## src/rtl/pipelined_cla_adder_pkg.sv

```systemverilog
// Shared definitions for the pipelined carry-lookahead adder/subtractor:
// operation modes, stage-count helper and the width legality check.
package pipelined_cla_adder_pkg;

    localparam logic MODE_ADD = 1'b0;
    localparam logic MODE_SUB = 1'b1;

    function automatic int stages(input int width, input int seg_width);
        return width / seg_width;
    endfunction

    function automatic bit width_ok(input int width, input int seg_width);
        return (seg_width > 0) && (width >= seg_width) && ((width % seg_width) == 0);
    endfunction

endpackage

```

## src/rtl/pipelined_cla_adder_segment.sv

```systemverilog
// Combinational N-bit carry-lookahead segment; also exposes the carry into
// the MSB so the caller can derive signed overflow.
module cla_segment
    import pipelined_cla_adder_pkg::*;
#(
    parameter int N = 8
) (
    input  logic [N-1:0] a,
    input  logic [N-1:0] b,
    input  logic         cin,
    output logic [N-1:0] s,
    output logic         cout,
    output logic         c_msb
);

    logic [N-1:0] g_s;
    logic [N-1:0] p_s;
    logic [N:0]   c_s;
    logic         prop_s;
    logic         term_s;

    assign g_s = a & b;
    assign p_s = a ^ b;

    // Each carry is a flat sum of generate terms gated by propagate prefixes.
    always_comb begin
        c_s    = '0;
        prop_s = 1'b1;
        term_s = 1'b0;
        c_s[0] = cin;
        for (int i = 0; i < N; i++) begin
            prop_s = 1'b1;
            term_s = 1'b0;
            for (int j = i; j >= 0; j--) begin
                term_s = term_s | (g_s[j] & prop_s);
                prop_s = prop_s & p_s[j];
            end
            c_s[i+1] = term_s | (prop_s & cin);
        end
    end

    assign s     = p_s ^ c_s[N-1:0];
    assign cout  = c_s[N];
    assign c_msb = c_s[N-1];

endmodule

```

## src/rtl/pipelined_cla_adder.sv

```systemverilog
// Pipelined CLA adder/subtractor: one SEG_WIDTH segment per stage, carry
// forwarded between stages, one global stall enable shared by all stages.
module pipelined_cla_adder
    import pipelined_cla_adder_pkg::*;
#(
    parameter int WIDTH     = 32,
    parameter int SEG_WIDTH = 8
) (
    input  logic             clock,
    input  logic             reset,
    input  logic             in_valid,
    output logic             in_ready,
    input  logic [WIDTH-1:0] in_a,
    input  logic [WIDTH-1:0] in_b,
    input  logic             in_sub,
    output logic             out_valid,
    input  logic             out_ready,
    output logic [WIDTH:0]   out_sum,
    output logic             out_ovf
);

    localparam int STAGES = stages(WIDTH, SEG_WIDTH);

    if (!width_ok(WIDTH, SEG_WIDTH)) begin : g_bad_width
        $error("pipelined_cla_adder: WIDTH must be a nonzero multiple of SEG_WIDTH");
    end

    logic                 en_s;
    logic                 valid_q [STAGES];
    logic                 valid_d [STAGES];
    logic [WIDTH-1:0]     a_q     [STAGES];
    logic [WIDTH-1:0]     a_d     [STAGES];
    logic [WIDTH-1:0]     b_q     [STAGES];
    logic [WIDTH-1:0]     b_d     [STAGES];
    logic [WIDTH-1:0]     res_q   [STAGES];
    logic [WIDTH-1:0]     res_d   [STAGES];
    logic                 carry_q [STAGES];
    logic                 carry_d [STAGES];
    logic                 sub_q   [STAGES];
    logic                 sub_d   [STAGES];
    logic                 top_q;
    logic                 top_d;
    logic                 ovf_q;
    logic                 ovf_d;

    logic                 prev_valid_s [STAGES];
    logic [WIDTH-1:0]     prev_a_s     [STAGES];
    logic [WIDTH-1:0]     prev_b_s     [STAGES];
    logic [WIDTH-1:0]     prev_res_s   [STAGES];
    logic                 prev_cin_s   [STAGES];
    logic                 prev_sub_s   [STAGES];
    logic [SEG_WIDTH-1:0] seg_sum_s    [STAGES];
    logic                 seg_cout_s   [STAGES];
    logic                 seg_cmsb_s   [STAGES];

    assign en_s = ~valid_q[STAGES-1] | out_ready;

    // Stage k reads what stage k-1 registered; stage 0 reads the ports, with
    // B inverted and the carry-in set for subtraction.
    for (genvar k = 0; k < STAGES; k++) begin : g_stage
        if (k == 0) begin : g_first
            assign prev_valid_s[k] = in_valid;
            assign prev_a_s[k]     = in_a;
            assign prev_b_s[k]     = (in_sub == MODE_SUB) ? ~in_b : in_b;
            assign prev_res_s[k]   = '0;
            assign prev_cin_s[k]   = in_sub;
            assign prev_sub_s[k]   = in_sub;
        end else begin : g_next
            assign prev_valid_s[k] = valid_q[k-1];
            assign prev_a_s[k]     = a_q[k-1];
            assign prev_b_s[k]     = b_q[k-1];
            assign prev_res_s[k]   = res_q[k-1];
            assign prev_cin_s[k]   = carry_q[k-1];
            assign prev_sub_s[k]   = sub_q[k-1];
        end

        cla_segment #(
            .N(SEG_WIDTH)
        ) u_seg (
            .a    (prev_a_s[k][k*SEG_WIDTH +: SEG_WIDTH]),
            .b    (prev_b_s[k][k*SEG_WIDTH +: SEG_WIDTH]),
            .cin  (prev_cin_s[k]),
            .s    (seg_sum_s[k]),
            .cout (seg_cout_s[k]),
            .c_msb(seg_cmsb_s[k])
        );
    end

    // Next-state for every stage; data only loads under a valid, so bubbles keep outputs quiet.
    always_comb begin
        valid_d = valid_q;
        a_d     = a_q;
        b_d     = b_q;
        res_d   = res_q;
        carry_d = carry_q;
        sub_d   = sub_q;
        top_d   = top_q;
        ovf_d   = ovf_q;
        for (int k = 0; k < STAGES; k++) begin
            if (en_s) begin
                valid_d[k] = prev_valid_s[k];
            end else begin
                valid_d[k] = valid_q[k];
            end
            if (en_s && prev_valid_s[k]) begin
                a_d[k]     = prev_a_s[k];
                b_d[k]     = prev_b_s[k];
                res_d[k]   = prev_res_s[k];
                res_d[k][k*SEG_WIDTH +: SEG_WIDTH] = seg_sum_s[k];
                carry_d[k] = seg_cout_s[k];
                sub_d[k]   = prev_sub_s[k];
            end else begin
                a_d[k]     = a_q[k];
                b_d[k]     = b_q[k];
                res_d[k]   = res_q[k];
                carry_d[k] = carry_q[k];
                sub_d[k]   = sub_q[k];
            end
        end
        if (en_s && prev_valid_s[STAGES-1]) begin
            ovf_d = seg_cmsb_s[STAGES-1] ^ seg_cout_s[STAGES-1];
            case (prev_sub_s[STAGES-1])
                MODE_ADD: top_d = seg_cout_s[STAGES-1];
                MODE_SUB: top_d = ~seg_cout_s[STAGES-1];
                default:  top_d = seg_cout_s[STAGES-1];
            endcase
        end else begin
            ovf_d = ovf_q;
            top_d = top_q;
        end
    end

    // Pipeline registers with synchronous reset taking priority over any transfer.
    always_ff @(posedge clock) begin
        if (reset) begin
            for (int k = 0; k < STAGES; k++) begin
                valid_q[k] <= 1'b0;
                a_q[k]     <= '0;
                b_q[k]     <= '0;
                res_q[k]   <= '0;
                carry_q[k] <= 1'b0;
                sub_q[k]   <= 1'b0;
            end
            top_q <= 1'b0;
            ovf_q <= 1'b0;
        end else begin
            valid_q <= valid_d;
            a_q     <= a_d;
            b_q     <= b_d;
            res_q   <= res_d;
            carry_q <= carry_d;
            sub_q   <= sub_d;
            top_q   <= top_d;
            ovf_q   <= ovf_d;
        end
    end

    assign in_ready  = en_s;
    assign out_valid = valid_q[STAGES-1];
    assign out_sum   = {top_q, res_q[STAGES-1]};
    assign out_ovf   = ovf_q;

endmodule

```

## config.mk

```make
export PLATFORM = sky130hd
export DESIGN_NAME = pipelined_cla_adder
export DESIGN_NICKNAME = d
export VERILOG_FILES = /design/src/rtl/pipelined_cla_adder_pkg.sv /design/src/rtl/pipelined_cla_adder_segment.sv /design/src/rtl/pipelined_cla_adder.sv
export SDC_FILE = /design/constraint.sdc
export NUM_CORES = 1
export LEC_CHECK = 0
export CAP_MARGIN = 0
export CORE_ASPECT_RATIO = 1.1
export CORE_MARGIN = 2
export CORE_UTILIZATION = 40
export CTS_CLUSTER_DIAMETER = 120
export DETAILED_ROUTE_END_ITERATION = 7
export HOLD_SLACK_MARGIN = 0.06
export MAX_ROUTING_LAYER = met4
export PLACE_DENSITY = 0.59
export SLEW_MARGIN = 25
export SYNTH_ARGS = -nofsm -noshare
export SYNTH_HDL_FRONTEND = slang
export SYNTH_SLANG_ARGS = --single-unit
export TNS_END_PERCENT = 50
```

## constraint.sdc

```tcl
create_clock -name clock -period 6.8 [get_ports clock]
set_clock_uncertainty 0.1 [all_clocks]
set_input_delay 1.36 -clock clock [delete_from_list [all_inputs] [get_ports clock]]
set_output_delay 1.36 -clock clock [all_outputs]
set_load 0.02 [all_outputs]
```

=== After elaboration in Yosys (flattened, before gate mapping) ===
Index checks and enable logic that the tools add are counted.

* Mux-type cells: 2
* Bitwise logic cells: 418
* Reductions and logical operators: 4

{| class="wikitable"
|+ Operators with widths
! operator !! count
|-
| bitwise AND 1 bit || 256
|-
| bitwise OR 1 bit || 145
|-
| bitwise XOR 8 bit || 8
|-
| bitwise AND 8 bit || 4
|-
| two-way mux 32 bit || 1
|-
| NOT 32 bit || 1
|-
| logical AND 1 bit || 4
|-
| NOT 1 bit || 3
|-
| one-hot mux 1 bit (2 select lines) || 1
|-
| bitwise XOR 1 bit || 1
|}

* Register bits after elaboration: 284
* Output and inout port bits: 36

=== Depth between registers and ports, before layout ===
Gate-level depths: netlist (run 1).

* Word-level depth: 12
* Gate-level depth with buffers: 9
* Mapped depth without buffers: 7

=== By module ===
Synthesis (run 1) repeated with hierarchy kept, for this count alone.

* Cell total of the unflattened synthesis: 993
* Area, all modules: 8838.5 µm²

{| class="wikitable"
|+ By module, submodules not included
! module !! times used !! cells each !! area each (µm²) !! seq. area each (µm²)
|-
| pipelined_cla_adder || 1 || 850 || 7569.8 || 3763.6
|-
| cla_segment at g_stage[1].u_seg ... || 2 || 37 || 327.8 || 0.0
|-
| cla_segment at g_stage[0].u_seg || 1 || 35 || 310.3 || 0.0
|-
| cla_segment at g_stage[3].u_seg || 1 || 34 || 302.8 || 0.0
|}

=== Worst setup path before layout (run 1) ===
No wires, ideal clock.

* Path kind: in2reg
* Start: input in_sub
* End: register res_q (netlist bit prev_res_s[71])
* Setup time: 116 ps
* Data arrival time: 3495 ps
* Setup slack: 3088 ps
* Stages on the path: 9
* Path through: buf_2 buf_1 xor2_1 ha_1 a211oi_1 o21bai_1 a221oi_1 o21ai_0 o211a_1

* Word-level cells in the longest chain between the ends: 11

{| class="wikitable"
|+ RTL lines
! what !! RTL line !! source
|-
| start, declared || pipelined_cla_adder.sv:15 || <nowiki>input logic in_sub,</nowiki>
|-
| two-way mux 32 bit || pipelined_cla_adder.sv:64 || <nowiki>assign prev_b_s[k] = (in_sub == MODE_SUB) ? ~in_b : in_b;</nowiki>
|-
| bitwise AND 8 bit / bitwise XOR 8 bit (equally long branches) || pipelined_cla_adder_segment.sv:22, pipelined_cla_adder_segment.sv:23 ||
|-
| bitwise AND 1 bit, on equally long branches || pipelined_cla_adder_segment.sv:35, pipelined_cla_adder_segment.sv:36 ||
|-
| bitwise OR 1 bit (tied with other cells) (5 in series) || pipelined_cla_adder_segment.sv:35 || <nowiki>term_s = term_s | (g_s[j] & prop_s);</nowiki>
|-
| bitwise OR 1 bit / bitwise AND 1 bit (equally long branches) || pipelined_cla_adder_segment.sv:35, pipelined_cla_adder_segment.sv:38 ||
|-
| bitwise OR 1 bit || pipelined_cla_adder_segment.sv:38 || <nowiki>c_s[i+1] = term_s | (prop_s & cin);</nowiki>
|-
| bitwise XOR 8 bit (*) || pipelined_cla_adder_segment.sv:42 || <nowiki>assign s = p_s ^ c_s[N-1:0];</nowiki>
|-
| end signal, assigned || pipelined_cla_adder.sv:150 || <nowiki>res_q <= res_d;</nowiki>
|-
| end, declared || pipelined_cla_adder.sv:35 || <nowiki>logic [WIDTH-1:0] res_q [STAGES];</nowiki>
|}

Every way passes the cells marked *; elsewhere a longest branch is shown, timed or not.
A chain may end at the register's enable or synchronous reset.

=== Worst setup path in the final report (run 1) ===
* Start: input out_ready
* End: output in_ready

* Word-level cells in the longest chain between the ends: 1

{| class="wikitable"
|+ RTL lines
! what !! RTL line !! source
|-
| start, declared || pipelined_cla_adder.sv:17 || <nowiki>input logic out_ready,</nowiki>
|-
| bitwise OR 1 bit || pipelined_cla_adder.sv:56 || <nowiki>assign en_s = ~valid_q[STAGES-1] | out_ready;</nowiki>
|-
| end, declared || pipelined_cla_adder.sv:12 || <nowiki>output logic in_ready,</nowiki>
|}

Every way passes these cells.

==> results of run 1 <==
critical path, cell delays in order:
cell,delay [ps]
clkdlybuf4s50_1,450
and2b_1,240
inv_2,150
clkdlybuf4s50_1,620
power by group through the flow:
stage	logic, W	clock network (W)	registers, W
finish	0.000235	0.00108	0.00117
global route	0.000268	0.00115	0.00117
CTS	0.000238	0.00110	0.00117
global placement	0.000236	0	0.00119
detailed placement	0.000237	0	0.00119
floorplan	0.000159	0	0.00118
flip-flops by register name, indices dropped and copies added, names as in the netlist:
name / flops
a_q: 48
b_q: 48
carry_q: 3
out_ovf: 1
out_sum: 32
out_valid: 1
prev_res_s: 48
prev_sub_s: 3
prev_valid_s: 3
top_q: 1
final cells by class:
type,count,area [um^2]
tap,252,315
antenna,1,2.50
multi-input combinational,717,3960
inverter,3,11.3
sequential,188,3760
clock buffer,19,433
fill,1995,9930
timing repair buffer,113,1100
clock inverter,13,214
per-layer routing:
layer	wire, um	up-vias
li1	-	3485
met1	9880	2875
met2	6950	117
met3	571	14
met4	202	0
met5	0	-
cell usage after synthesis (2+ instances only):
master      n  area [um^2]
a21o_1      7         52.6
nor2_1     40          150
o41a_1      2         22.5
clkbuf_1   40          150
o31ai_1     3         22.5
xor2_1     12          105
a211oi_1   34          255
and3_1      3         18.8
fa_1        3         60.1
inv_1       2         7.51
nand4_1    13         81.3
or4_1      10         75.1
o311ai_0    2         17.5
nand3_1    30          150
buf_1      13         48.8
buf_2      15         75.1
and2_1      4         25.0
dfxtp_1   188         3760
o211ai_1    2         15.0
o21ai_0    10         50.1
xnor2_1    29          254
nor3_1      7         35.0
a21oi_1   147          736
nor4b_1     9         78.8
a41o_1      2         20.0
o21bai_1    2         15.0
a31oi_1     7         43.8
ha_1       32          400
nand2_1   280         1050
or3_1       9         56.3
worst paths after layout:
kind / end / slack (ps)
worst max register to register: out_ovf$_SDFFE_PP0P_ / 4580
worst max-delay path: in_ready / 2520
worst min-delay path: prev_res_s[4]$_SDFFE_PP0P_ / 350
worst min register to register: prev_res_s[4]$_SDFFE_PP0P_ / 350
cells by family after synthesis:
kind of cell | after synthesis | synth area share, %
adders and majority gates | 35 | 5.75
and+or+nand+nor | 411 | 22.0
DFF | 188 | 47.0
buffers and inverters | 72 | 3.66
xor gates and xnor gates | 41 | 4.48
muxes | 1 | 0.125
AOI/OAI and AO/OA | 229 | 16.9
through the flow:
stage	hold slack (ps)	std cells	setup WS (ps)	power, W
after floorplan	327	977	3090	0.00134
after global placement	339	1273	2560	0.00143
after detailed placement	343	1273	2530	0.00143
after CTS	353	1305	2520	0.00251
after global routing	364	1306	2440	0.00259
final	352	1306	2520	0.00248
==> impl_results.md, run 1 <==
* Hold Buf Count CTS at 0
* Max-slew violation count at 0
* Total GRT Usage at 17.6%
* Worst vdd ir at 179 uV
* Setup TNS at 0 ps
* Clock Power Share at 43.5%
* Number of DRC markers in iteration 0 at 413
* Final hold violations at 0
* Area grow syn2layout at 22.4%
* Hold Crit Class: reg -> reg
* Clock Sinks at 188
* Nets at 1,144
* Setup CP Type: in -> out
* Vias in the first global route at 5,847
* # port buffers at 104
* TritonCTS clock tree: done
* Clock root buffer: clkbuf_16
* Sequential fraction of the synthesis area at 47.0%
* Met1 layer usage reported by global route at 27.1%
* Final period utilization at 62.9%
* Largest net degree at the start of global routing at 127
* Net switching power at 0.000579 W
* Post-CTS resize count at 0
* Initial Utilization at 40.6%
* # DRC at 0
* Sequential share of power at 47.1%
* DP HPWL at 11.6 mm
* Hold depth at 2
* I/O pins at 105
* Final ANT Viol Nets at 0
* Highest clock rate at 234 MHz
* CP arrival at 2820 ps
* Inserted Clock Buffers at 17
* Status: completed
* Top Usage Layer GRT: met1
* Layout cells sized above 1 at 4.56%
* DR vias/cell at 4.97
* Max-Cap Viols at 0
* Setup Fix Bufs, Post-CTS at 0
* Cells after synthesis at 977
* Routing usage on met2 at 23.1%
* GRT overflow at 0
* DR pass1 iterations at 4
* RR Startpoint: a_q[56]$_SDFFE_PP0P_
* Mapped Nets at 1,081
* Main synth FF type: dfxtp_1
* CP endpoint kind: primary output
* #FFs+latches synth at 188
* Leak at 3.61 nW
* Final instance area at 0.00980 mm^2
* First-pass GRT wire length at 30.0 mm
* Max H-tree Level at 4
* Crit path required time at 5340 ps
* Hold_sp: prev_res_s[36]$_SDFFE_PP0P_
* RSZ-0062 raised after global routing: false
* Horiz. Die Dim at 139 um
* Post-synth EDFFs at 0
* Clock-pin slew on the worst setup and hold paths at 70 ps
* Pwr per Cell Area at 253 mW/mm^2
* DR vias at 6,491
* Fin crit period at 4280 ps
* Slew headroom at 30.6%
* Final wirelength at 17.6 mm
* Avg WL per Cell at 13.5 um
* Die Y-Extent at 152 um
* Critical Path Start: out_ready
* Die area at 0.0212 mm^2
* Switching Share at 23.3%
* Util after Layout at 49.7%
* Initial antenna violation count at 1
* Post-synth ARST share at 0%
* Pint at 0.00190 W
* Yosys warns at 0
* Commonest non-fill, non-tap cell in the layout: nand2_1
* Routability cong. at 0.786
* FF-to-FF path depth at 6
* Worst skew pair latency at 420 ps
* Met3 Use GR at 3.02%
* CORE AREA at 0.0197 mm^2
* Placed Instance Area at 0.00915 mm^2
* Combinational power share at 9.5%
* Number of setup violations in the final report at 0
* Placement row count at 54
* Mean Syn Cell Area at 8.20 um^2
* Crit-path max FO at 9
* Worst Max-Slew Pin Slew at 1040 ps
* Clock Path Buffers at 2
* Most frequent cells in the layout: nand2_1 (279), dfxtp_1 (188), a21oi_1 (147), clkdlybuf4s50_1 (102), nor2_1 (40)
* Unique masters post-synth at 50
* Cell Area, Synth at 0.00801 mm^2
* Critical Path Source Type: primary input
Note: power is estimated with default switching activity, not from simulation.
==> inputs of run 2 (changes only) <==
- clock period: 6.8 -> 4.5 ns (I/O delays scaled with it)
==> impl_results.md, run 2 (synthesized netlist as in run 1, its figures left out) <==
* Worst skew pair latency at 430 ps (was 420 ps)
* Slew headroom at 33.5% (was 30.6%)
* Commonest non-fill, non-tap cell in the layout: nand2_1 (unchanged)
* Layout cells sized above 1 at 4.92% (was 4.56%)
* Setup Fix Bufs, Post-CTS at 0 (unchanged)
* Hold_sp: a_q[125]$_SDFFE_PP0P_ (was prev_res_s[36]$_SDFFE_PP0P_)
* Hold Crit Class: reg -> reg (unchanged)
* Top Usage Layer GRT: met1 (unchanged)
* CP arrival at 2350 ps (was 2820 ps)
* Number of setup violations in the final report at 0 (unchanged)
* Clock-pin slew on the worst setup and hold paths at 70 ps (about the same)
* Internal reg-to-reg setup slack at 2260 ps (was 4580 ps)
* Initial Utilization at 40.6% (unchanged)
* Reg-to-reg endpoint: out_ovf$_SDFFE_PP0P_ (unchanged)
* DP HPWL at 11.7 mm (was 11.6 mm)
* CORE AREA at 0.0197 mm^2 (unchanged)
* WHS Endpoint: a_q[93]$_SDFFE_PP0P_ (was prev_res_s[4]$_SDFFE_PP0P_)
* Crit path required time at 3500 ps (was 5340 ps)
* FF-to-FF path depth at 6 (unchanged)
* Delay-heaviest family, CP: buffers and inverters (unchanged)
* Final period utilization at 74.5%
* Die Y-Extent at 152 um (unchanged)
* GRT overflow at 0 (unchanged)
* Vias in the first global route at 5,910 (was 5,847)
* Critical Path Source Type: primary input (unchanged)
* Most frequent cells in the layout: nand2_1 (279), dfxtp_1 (188), a21oi_1 (147), clkdlybuf4s50_1 (102), nor2_1 (40) (unchanged)
* Clock root buffer: clkbuf_16 (unchanged)
* Most frequent CP cell: clkdlybuf4s50_1 (unchanged)
* DR vias/cell at 4.99 (was 4.97)
* Worst vdd ir at 252 uV (was 179 uV)
* RSZ-0062 raised after global routing: false (unchanged)
* Clock Path Buffers at 2 (unchanged)
* Leak at 3.59 nW (was 3.61 nW)
* Worst path buffer plus inverter count at 3 (unchanged)
* CP endpoint kind: primary output (unchanged)
* Max-Cap Viols at 0 (unchanged)
* Hold depth at 2 (unchanged)
* Setup TNS at 0 ps (unchanged)
* I/O pins at 105 (unchanged)
* Crit-path max FO at 9 (unchanged)
* # DRC at 0 (unchanged)
* Inserted Clock Buffers at 17 (unchanged)
* Largest net degree at the start of global routing at 132 (was 127)
* Met1 layer usage reported by global route at 27.2% (was 27.1%)
* Die area at 0.0212 mm^2 (unchanged)
* Number of DRC markers in iteration 0 at 428 (was 413)
* Clock Sinks at 188 (unchanged)
* First-pass GRT wire length at 29.9 mm (was 30.0 mm)
* Area grow syn2layout at 21.8% (was 22.4%)
* Final ANT Viol Nets at 0 (unchanged)
* Slowest CP cell: clkdlybuf4s50_1 (unchanged)
* DR vias at 6,531 (was 6,491)
* Multi-input gate area at 0.00396 mm^2 (unchanged)
* Post-CTS resize count at 0 (unchanged)
* Nets at 1,147 (was 1,144)
* Fin crit period at 3350 ps
* DP Worst Slack at 1160 ps (was 2530 ps)
* Fillers at 2,017 (was 1,995)
* Worst Max-Slew Pin Slew at 998 ps (was 1040 ps)
* Placement row count at 54 (unchanged)
* Hold Buf Count CTS at 0 (unchanged)
* Status: completed (unchanged)
* Initial antenna violation count at 1 (unchanged)
* TritonCTS clock tree: done (unchanged)
* Met3 Use GR at 3.36% (was 3.02%)
* Final hold violations at 0 (unchanged)
* # port buffers at 104 (unchanged)
* Total GRT Usage at 17.3% (was 17.6%)
* Routing usage on met2 at 21.9% (was 23.1%)
* Max-slew violation count at 0 (unchanged)
* Highest cell delay on the worst timing path at 620 ps (about the same)
* DR pass1 iterations at 6 (was 4)
* RR Startpoint: a_q[56]$_SDFFE_PP0P_ (unchanged)
* Routability cong. at 0.776 (was 0.786)
* Horiz. Die Dim at 139 um (unchanged)
* Avg WL per Cell at 13.3 um (was 13.5 um)
* Final WS setup at 1150 ps (was 2520 ps)
* Max H-tree Level at 4 (unchanged)
* Setup CP Type: in -> out (unchanged)
* Register Area at 0.00376 mm^2 (unchanged)
* Highest clock rate at 298 MHz
* Final wirelength at 17.4 mm (was 17.6 mm)
* Crit-path cells: clkdlybuf4s50_1 > and2b_1 > inv_2 > clkdlybuf4s50_1 (unchanged)
* Pwr per Cell Area at 368 mW/mm^2 (was 253 mW/mm^2)
[run 2: layout make-up]
cell class	count	area share [%]
Clock buffer	19	4.54
Inverter	3	0.115
Multi-Input combinational cell	717	40.5
Clock inverter	13	1.42
Timing Repair Buffer	116	11.6
Sequential cell	188	38.6
Tap cell	252	3.23
Antenna cell	1	0.0256
[run 2: power by group]
part           internal (W)  switching (W)
Clock              0.000836       0.000637
Sequential          0.00173      0.0000380
Combinational      0.000159       0.000199
Total               0.00272       0.000873
[run 2: how the worst max path moves through the flow]
stage | start | endpoint | slack, ps | depth (start not counted)
2_1_floorplan | in_sub | prev_res_s[71]$_SDFFE_PP0P_ | 1250 | 9
3_3_place_gp | out_ready | in_ready | 1180 | 4
3_5_place_dp | out_ready | in_ready | 1160 | 4
4_1_cts | out_ready | in_ready | 1140 | 4
5_1_grt | out_ready | in_ready | 1080 | 4
6_report | out_ready | in_ready | 1150 | 4
[run 2: metrics by stage]
stage | utilization (%) | instance area [um^2] | instances | hold slack (ps) | power (W)
final | 49.5 | 9760 | 1309 | 351 | 0.00360
after global routing | 49.5 | 9760 | 1309 | 368 | 0.00375
after CTS | 49.4 | 9750 | 1308 | 351 | 0.00363
after detailed placement | 46.5 | 9170 | 1276 | 344 | 0.00216
after global placement | 46.5 | 9170 | 1276 | 340 | 0.00216
after floorplan | - | 8010 | 977 | 327 | 0.00203
[run 2: worst reg2reg max path, cell delays in order (launching register included)]
cell	delay, ps
dfxtp_1	350
ha_1	320
a211oi_1	460
nor3_1	160
o32ai_2	370
xor2_1	250
a211oi_2	90
[run 2: per-layer routing]
| metal | wire length [um] | vias up |
|---|---|---|
| met4 | 209 | 0 |
| met2 | 6720 | 137 |
| met1 | 9800 | 2885 |
| met5 | 0 | - |
| li1 | - | 3496 |
| met3 | 688 | 13 |
==> inputs of run 3 (changes only) <==
- PLACE_DENSITY: 0.59 -> 0.61
- clock period: 4.5 -> 3 ns (I/O delays scaled with it)
==> impl_results.md, run 3 (synthesized netlist as in run 1, its figures left out) <==
* Die area at 0.0212 mm^2 (unchanged)
* Leak at 3.65 nW (was 3.59 nW)
* Fillers at 1,976 (was 2,017)
* Nets at 1,156 (was 1,147)
* Final wirelength at 17.4 mm (about the same)
* Avg WL per Cell at 13.2 um (was 13.3 um)
* Critical Path Start: out_ready (unchanged)
* Placed cells at 1,285 (was 1,276)
* Routability cong. at 0.810 (was 0.776)
* DP Worst Slack at -31.1 ps (was 1160 ps)
* Combinational power share at 10.2% (was 10.0%)
* Fin crit period at 2790 ps
* I/O pins at 105 (unchanged)
* Pint at 0.00409 W (was 0.00272 W)
* CP endpoint kind: primary output (unchanged)
* DR vias at 6,548 (was 6,531)
* CP arrival at 2090 ps (was 2350 ps)
* Worst skew pair latency at 420 ps (was 430 ps)
* Reg-to-reg endpoint: out_ovf$_SDFFE_PP0P_ (unchanged)
* Max H-tree Level at 4 (unchanged)
* Area grow syn2layout at 23.4% (was 21.8%)
* Worst vdd ir at 450 uV (was 252 uV)
* Clock Path Buffers at 2 (unchanged)
* Pwr per Cell Area at 550 mW/mm^2 (was 368 mW/mm^2)
* # DRC at 0 (unchanged)
* Worst Max-Slew Pin Slew at 909 ps (was 998 ps)
* Max-Cap Viols at 0 (unchanged)
* Multi-input gate area at 0.00396 mm^2 (unchanged)
* Final hold violations at 0 (unchanged)
* Crit-path max FO at 9 (unchanged)
* Clock Power Share at 41.1% (was 40.9%)
* Highest clock rate at 358 MHz
* Die Y-Extent at 152 um (unchanged)
* Total GRT Usage at 17.5% (was 17.3%)
* Clock-pin slew on the worst setup and hold paths at 70 ps (about the same)
* TritonCTS clock tree: done (unchanged)
* Inserted Clock Buffers at 17 (unchanged)
* Number of DRC markers in iteration 0 at 392 (was 428)
* Critical Path Source Type: primary input (unchanged)
* # port buffers at 104 (unchanged)
* Horiz. Die Dim at 139 um (unchanged)
* RR Startpoint: a_q[56]$_SDFFE_PP0P_ (unchanged)
* Non-filler cells, final at 1,318 (was 1,309)
* Number of setup violations in the final report at 0 (unchanged)
* RSZ-0062 raised after global routing: false (unchanged)
* Internal reg-to-reg setup slack at 780 ps (was 2260 ps)
* Slew headroom at 39.1% (was 33.5%)
* Setup CP Type: in -> out (unchanged)
* Clock Sinks at 188 (unchanged)
* Sequential share of power at 48.7% (was 49.1%)
* Initial Utilization at 40.6% (unchanged)
* Final WS setup at 209 ps (was 1150 ps)
* Setup Fix Bufs, Post-CTS at 0 (unchanged)
* Register Area at 0.00376 mm^2 (unchanged)
* Net switching power at 0.00134 W (was 0.000873 W)
* First-pass GRT wire length at 30.4 mm (was 29.9 mm)
* Hold Buf Count CTS at 0 (unchanged)
* Largest net degree at the start of global routing at 61 (was 132)
* Final period utilization at 93.0%
* Placement row count at 54 (unchanged)
* Initial antenna violation count at 1 (unchanged)
* Clock root buffer: clkbuf_16 (unchanged)
* Placed Instance Area at 0.00929 mm^2 (was 0.00917 mm^2)
* Most frequent cells in the layout: nand2_1 (279), dfxtp_1 (188), a21oi_1 (147), clkdlybuf4s50_1 (102), nor2_1 (40) (unchanged)
* Status: completed (unchanged)
* CORE AREA at 0.0197 mm^2 (unchanged)
* Crit path required time at 2300 ps (was 3500 ps)
* Final ANT Viol Nets at 0 (unchanged)
* Commonest non-fill, non-tap cell in the layout: nand2_1 (unchanged)
* Hold Crit Class: reg -> reg (unchanged)
* DR vias/cell at 4.97 (was 4.99)
* Layout cells sized above 1 at 5.73% (was 4.92%)
* CP endpoint: in_ready (unchanged)
* Util after Layout at 50.1% (was 49.5%)
* Max-slew violation count at 0 (unchanged)
* DR pass1 iterations at 4 (was 6)
* Final instance area at 0.00988 mm^2 (was 0.00976 mm^2)
* GRT overflow at 0 (unchanged)
* Post-CTS resize count at 0 (unchanged)
* DP HPWL at 12.2 mm (was 11.7 mm)
* Switching Share at 24.7% (was 24.3%)
* FF-to-FF path depth at 6 (unchanged)
* Vias in the first global route at 5,975 (was 5,910)
==> run 3: cell count changes in the layout (fill, tap and decap cells not counted) <==
cell	delta
buf_12	+4
clkinv_2	-2
clkinv_4	-1
inv_8	+1
clkinv_1	+1
clkbuf_8	-1
inv_1	-1
inv_6	+3
buf_4	+5
==> run 3: worst max-delay path: stages <==
cell	delay [ps]
clkdlybuf4s50_1	450
and2b_1	250
inv_2	160
clkdlybuf4s50_1	630
==> run 3: how the worst min path moves through the flow <==
stage                                 from                           to  slack (ps)  cells after the start
2_1_floorplan  prev_res_s[43]$_SDFFE_PP0P_  prev_res_s[11]$_SDFFE_PP0P_         330                      2
3_3_place_gp         a_q[123]$_SDFFE_PP0P_         a_q[91]$_SDFFE_PP0P_         340                      2
3_5_place_dp         a_q[121]$_SDFFE_PP0P_         a_q[89]$_SDFFE_PP0P_         340                      2
4_1_cts        prev_res_s[69]$_SDFFE_PP0P_  prev_res_s[37]$_SDFFE_PP0P_         350                      2
5_1_grt         prev_res_s[0]$_SDFFE_PP0P_      out_sum[0]$_SDFFE_PP0P_         370                      2
6_report       prev_res_s[69]$_SDFFE_PP0P_  prev_res_s[37]$_SDFFE_PP0P_         350                      2
==> run 3: routing by layer <==
metal | share of wire, % | vias up | track usage, % | routed length [um]
met2 | 42 | 125 | 23.9 | 7320
met4 | 0.86 | 0 | 4.76 | 150
li1 | - | 3516 | - | -
met5 | 0 | - | - | 0
met1 | 53 | 2901 | 26.0 | 9170
met3 | 4.6 | 6 | 3.52 | 794
==> run 3: power by group through the flow <==
stage          clock network [W]  registers (W)  logic (W)
2_1_floorplan                  0        0.00269   0.000360
4_1_cts                  0.00230        0.00265   0.000560
5_1_grt                  0.00239        0.00266   0.000626
6_report                 0.00223        0.00265   0.000554
3_3_place_gp                   0        0.00270   0.000551
3_5_place_dp                   0        0.00270   0.000556
==> run 3: layout make-up <==
type	count	share of cell area, %
Antenna cell	1	0.0253
Inverter	3	0.114
Clock buffer	18	4.34
Tap cell	252	3.19
Multi-Input combinational cell	717	40.0
Timing Repair Buffer	125	12.6
Sequential cell	188	38.1
Clock inverter	14	1.60
==> run 3: metrics by stage <==
| step | setup TNS [ps] | total power [W] | hold slack [ps] |
|---|---|---|---|
| floorplan | 0 | 0.00305 | 327 |
| global placement | 0 | 0.00325 | 339 |
| detailed placement | -31.1 | 0.00326 | 343 |
| CTS | 0 | 0.00550 | 351 |
| global route | 0 | 0.00568 | 368 |
| finish | 0 | 0.00543 | 348 |
